--- src/rtl/ctrl_pipe.sv ---
// Control-path pipeline for the MIPS core: carries decode controls through ID/EX, EX/MEM and
// MEM/WB, detects load-use hazards, squashes illegal opcodes and counts retired instructions.
module ctrl_pipe #(
  parameter int unsigned REGW = 5,
  parameter int unsigned CNTW = 32
) (
  input  logic            clk,
  input  logic            reset,
  input  logic            valid_d,
  input  logic            illegal_d,
  input  logic            regwrite_d,
  input  logic            regdst_d,
  input  logic            alusrc_d,
  input  logic            memwrite_d,
  input  logic            memtoreg_d,
  input  logic [1:0]      aluop_d,
  input  logic [REGW-1:0] rs_d,
  input  logic [REGW-1:0] rt_d,
  input  logic [REGW-1:0] rd_d,
  input  logic            flush_e_in,
  output logic            stall_f,
  output logic            stall_d,
  output logic            regwrite_e,
  output logic            alusrc_e,
  output logic            regdst_e,
  output logic            memwrite_e,
  output logic            memtoreg_e,
  output logic [1:0]      aluop_e,
  output logic [REGW-1:0] rs_e,
  output logic [REGW-1:0] rt_e,
  output logic [REGW-1:0] rd_e,
  output logic            regwrite_m,
  output logic            memwrite_m,
  output logic            memtoreg_m,
  output logic [REGW-1:0] writereg_m,
  output logic            regwrite_w,
  output logic            memtoreg_w,
  output logic [REGW-1:0] writereg_w,
  output logic            illegal_flag,
  output logic [CNTW-1:0] retired
);

  logic v_e, v_m, v_w;
  logic lwstall;

  // Conservative: register 0 is not excluded from the compare.
  assign lwstall = v_e & memtoreg_e & ((rs_d == rt_e) | (rt_d == rt_e));
  assign stall_f = lwstall;
  assign stall_d = lwstall;

  // ID/EX: the bubble paths never look at the control inputs, so X cannot leak past decode.
  always_ff @(posedge clk or posedge reset) begin
    if (reset) begin
      v_e          <= 1'b0;
      regwrite_e   <= 1'b0;
      regdst_e     <= 1'b0;
      alusrc_e     <= 1'b0;
      memwrite_e   <= 1'b0;
      memtoreg_e   <= 1'b0;
      aluop_e      <= 2'b00;
      rs_e         <= '0;
      rt_e         <= '0;
      rd_e         <= '0;
      illegal_flag <= 1'b0;
    end else if (lwstall || flush_e_in || (valid_d && illegal_d)) begin
      v_e        <= 1'b0;
      regwrite_e <= 1'b0;
      regdst_e   <= 1'b0;
      alusrc_e   <= 1'b0;
      memwrite_e <= 1'b0;
      memtoreg_e <= 1'b0;
      aluop_e    <= 2'b00;
      rs_e       <= '0;
      rt_e       <= '0;
      rd_e       <= '0;
      if (!lwstall && !flush_e_in) begin
        illegal_flag <= 1'b1;
      end
    end else if (valid_d) begin
      v_e        <= 1'b1;
      regwrite_e <= regwrite_d;
      regdst_e   <= regdst_d;
      alusrc_e   <= alusrc_d;
      memwrite_e <= memwrite_d;
      memtoreg_e <= memtoreg_d;
      aluop_e    <= aluop_d;
      rs_e       <= rs_d;
      rt_e       <= rt_d;
      rd_e       <= rd_d;
    end else begin
      v_e        <= 1'b0;
      regwrite_e <= 1'b0;
      regdst_e   <= 1'b0;
      alusrc_e   <= 1'b0;
      memwrite_e <= 1'b0;
      memtoreg_e <= 1'b0;
      aluop_e    <= 2'b00;
      rs_e       <= '0;
      rt_e       <= '0;
      rd_e       <= '0;
    end
  end

  // EX/MEM
  always_ff @(posedge clk or posedge reset) begin
    if (reset) begin
      v_m        <= 1'b0;
      regwrite_m <= 1'b0;
      memwrite_m <= 1'b0;
      memtoreg_m <= 1'b0;
      writereg_m <= '0;
    end else begin
      v_m        <= v_e;
      regwrite_m <= v_e & regwrite_e;
      memwrite_m <= v_e & memwrite_e;
      memtoreg_m <= v_e & memtoreg_e;
      writereg_m <= v_e ? (regdst_e ? rd_e : rt_e) : '0;
    end
  end

  // MEM/WB
  always_ff @(posedge clk or posedge reset) begin
    if (reset) begin
      v_w        <= 1'b0;
      regwrite_w <= 1'b0;
      memtoreg_w <= 1'b0;
      writereg_w <= '0;
    end else begin
      v_w        <= v_m;
      regwrite_w <= regwrite_m;
      memtoreg_w <= memtoreg_m;
      writereg_w <= writereg_m;
    end
  end

  // Wraps silently at 2^CNTW.
  always_ff @(posedge clk or posedge reset) begin
    if (reset) begin
      retired <= '0;
    end else if (v_w) begin
      retired <= retired + CNTW'(1);
    end
  end

endmodule

--- config.mk ---
export PLATFORM = sky130hd
export DESIGN_NAME = ctrl_pipe
export DESIGN_NICKNAME = d
export VERILOG_FILES = /design/src/rtl/ctrl_pipe.sv
export SDC_FILE = /design/constraint.sdc
export NUM_CORES = 1
export LEC_CHECK = 0
export ABC_AREA = 1
export BUFFER_PORTS_ARGS = -buffer_cell sky130_fd_sc_hd__clkbuf_2
export CORE_ASPECT_RATIO = 1.1
export CORE_MARGIN = 2
export CORE_UTILIZATION = 45
export DETAILED_ROUTE_END_ITERATION = 10
export GPL_TIMING_DRIVEN = 0
export PLACE_DENSITY_LB_ADDON = 0.05
export SYNTH_ARGS = -nofsm -noshare
export SYNTH_HDL_FRONTEND = slang
export SYNTH_SLANG_ARGS = --single-unit
export TNS_END_PERCENT = 50
--- constraint.sdc ---
create_clock -name clk -period 2.46 [get_ports clk]
set_input_delay 0.369 -clock clk [delete_from_list [all_inputs] [get_ports clk]]
set_output_delay 0.369 -clock clk [all_outputs]
set_load 0.005 [all_outputs]
==> run_results.csv <==
group,metric,value,unit
sta,worst_pin_slew,318.0,ps
yosys,syn_inst,352,
floorplanning,start_util,46.03,%
sta,period_needed,1994,ps
yosys,synth.cell_area,3207,um^2
yosys,ys_ff_latch,73,
worst_setup_path,worstPathCellList,"inv_1 > nand2_1 > nand2_1 > nor2_1 > nand3_1 > nand2_1 > nand2_1 > inv_1 > buf_4 > clkbuf_2",
clock_tree,numCtsBuffers,9,
floorplanning,dieArea,7818,um^2
worst_setup_path,cp.arrival,1630,ps
global_route,groute.layer.met1.usage,21.50,%
worst_setup_path,slowest_delay,400,ps
clock_tree,cts_max_path_buffers,2,
cells_and_area,drive_gt1_share,29.27,%
run,max_cap_violations,0,
detailed_routing,postRouteAntennaNets,0,
global_route,grt_pass1_wl,11.13,mm
yosys,yosys-top-cells-area,"dfrtp_1 (57%), nand2_1 (9.2%), inv_1 (7.0%)",
worst_setup_path,crit_family,"simple AND/OR/NAND/NOR gates",
worst_setup_path,cp_slowest_cell,"dfrtp_1",
floorplanning,die_w,84.49,um
run_status,status,"completed",
yosys,synth_edf_count,0,
global_route,antenna_found_initial,0,
clock_tree,post_cts_buffers,0,
sta,period_share,81.07,%
clock_tree,clk_latency,340,ps
cells_and_area,area_delta_synth_final,26.73,%
cells_and_area,instances_no_fill,553,
yosys,ys_async_sr_fraction,100.0,%
pwr,powerDensity,622.0,nW/um^2
sta,hold_slack,203.9,ps
global_route,overflow,0,
place,dp_cells,536,
global_route,grtUsageMet3,5.169,%
worst_setup_path,cp-start-kind,"flop",
floorplanning,num_rows,32,
detailed_routing,vias,2587,
yosys,synth_common_cells,"nand2_1 (79), dfrtp_1 (73), inv_1 (60)",
detailed_routing,drt_pass1_iterations,4,
yosys,synth_top_cell_area_share,56.96,%
detailed_routing,vias_per_cell,4.678,
yosys,synth_compound_area_share,2.068,%
yosys,synthMuxAreaShare,0,%
sta,max_freq,501.4,MHz
global_route,busiest_layer,"met2",
yosys,yosysTopAreaCell,"dfrtp_1",
sta,relSlewSlack,78.80,%
pwr,total_power,0.002528,W
worst_hold_path,hp-class,"primary input to flop",
clock_tree,cts_tree,"built",
yosys,synth_warnings,0,
sta,tns,0,ps
global_route,grtUsageTotal,18.26,%
cells_and_area,fin_area,4064,um^2
worst_setup_path,path_max_fanout,4,
yosys,synth.avg_cell_area,9.110,um^2
global_route,grt_max_degree,57,
floorplanning,die_height,92.54,um
place,dp_hpwl,5.064,mm
worst_setup_path,setup.worst_path.end_class,"primary output",
cells_and_area,final_nets,491,
place,place.gp.congestion,0.7924,
detailed_routing,drtIter0Drc,97,
yosys,synthAdderAreaFrac,0.3902,%
cells_and_area,insertedDiodeCount,0,
yosys,synth-simple-area-share,25.83,%
yosys,synth.distinct_cells,28,
yosys,synthXorXnorAreaFrac,6.282,%
detailed_routing,avgRoutedWirePerCell,12.32,um
detailed_routing,drcViolationCount,0,
global_route,grt_pass1_vias,2446,
place,place_area,3834,um^2
sta,hold_viol_final,0,
global_route,met2_usage,31.23,%
floorplanning,io-pin-count,99,
clock_tree,clk_pin_slew,80,ps
worst_setup_path,cp_data_required_time,2090,ps
sta,rsz0062_at_grt,"false",
place,port_buffers,98,
yosys,synth_top_family_by_area,"simple AND/OR/NAND/NOR gates",
clock_tree,cts_root_buffer,"clkbuf_8",
yosys,post-synth-top-count-cell,"nand2_1",
detailed_routing,wl,6.814,mm
worst_setup_path,cpMostUsedCell,"nand2_1",
sta,clock_skew,6.791,ps
pwr,p_leak,2.394,nW
worst_setup_path,cp_num_buf_inv,4,
yosys,synthesis.nets,380,
clock_tree,cts.sinks,73,
cells_and_area,nFillCells,659,
sta,drv_slew,0,
worst_setup_path,crit_type,"flop to primary output",
yosys,ys_seq_area_share,56.96,%
pwr,peakVddDrop,0.4065,mV
sta,finalSetupViolCount,0,
yosys,ys.flop_type,"dfrtp_1",
clock_tree,cts_max_level,3,
floorplanning,core-area,6967,um^2
-- state kept, by name (all words and copies together), names as in the netlist, 2 cells and up --
signal      count
aluop_e         2
writereg_m      5
rt_e            5
writereg_w      5
rd_e            5
rs_e            5
retired        32
-- metrics by stage --
stage	worst slack (ps)	utilization [%]
2_1_floorplan	237.7	-
3_3_place_gp	-653.0	54.60
3_5_place_dp	769.3	55.03
4_1_cts	420.2	58.33
5_1_grt	329.3	58.33
6_report	465.6	58.33
-- worst reg2reg max path, delay by kind of cell, from the launching register on --
kind | cells | cell delay [ps]
and+or+nand+nor | 8 | 710
DFF | 1 | 400
buffers and inverters | 2 | 290
-- timing repair --
| action | 4_1_cts | 5_1_grt |
|---|---|---|
| hold buffers | 1 | 0 |
| resized for setup | 0 | 0 |
| setup endpoints to repair | 0 | 0 |
| endpoints found under the hold margin | 17 | 0 |
-- placed cells by master (no fill, tap or decap), drive strengths merged --
cell	n
nand4	15
xor2	13
o21ai	6
dlygate4sd3	1
clkbuf	109
a21oi	6
inv	63
bufinv	2
nand3	19
nor2	49
nand3b	3
nor3	7
ha	1
dfrtp	73
a31oi	1
xnor2	10
buf	5
nand2	80
clkinv	5
-- cells by family after synthesis --
family                     count (synthesis)
and+or+nand+nor                          173
buffers and inverters                     69
AOI/OAI and AO/OA                         13
adders and majority gates                  1
xor gates and xnor gates                  23
DFF                                       73
-- area by class of cell --
class / instances / area (um^2) / share of cell area, %
Sequential cell: 73 / 1827 / 44.95
Inverter: 65 / 246.5 / 6.065
Timing Repair Buffer: 100 / 528.0 / 12.99
Buffer: 4 / 27.53 / 0.6773
Clock inverter: 5 / 78.83 / 1.940
Tap cell: 85 / 106.4 / 2.617
Multi-Input combinational cell: 210 / 1109 / 27.28
Clock buffer: 11 / 141.4 / 3.479
-- worst paths after layout --
path                            slack [ps]               from  cells after the start                       to
min in group asynchronous              520              reset                      3  retired[31]$_DFFE_PP0P_
worst max-delay path                   470  rt_e[1]$_DFF_PP0_                     10                  stall_f
worst min-delay path                   200           regdst_d                      3       regdst_e$_DFF_PP0_
max in group asynchronous             1400              reset                      4        rs_e[1]$_DFF_PP0_
worst min register to register         350      v_m$_DFF_PP0_                      0            v_w$_DFF_PP0_
worst max register to register         960  rt_e[1]$_DFF_PP0_                     10        rs_e[3]$_DFF_PP0_
-- routing by layer --
| layer | vias up | wire [um] |
|---|---|---|
| li1 | 1303 | - |
| met1 | 1207 | 2840 |
| met2 | 65 | 3444 |
| met3 | 12 | 392 |
| met4 | 0 | 136 |
| met5 | - | 0 |
-- report_power, final --
| part | internal (W) | total, W | switching (W) |
|---|---|---|---|
| combinational | 0.0000887 | 0.000193 | 0.000104 |
| clock | 0.000598 | 0.00104 | 0.000445 |
| sequential | 0.00124 | 0.00129 | 0.0000495 |
| total | 0.00193 | 0.00253 | 0.000598 |
Power figures use the tool's default switching activity.
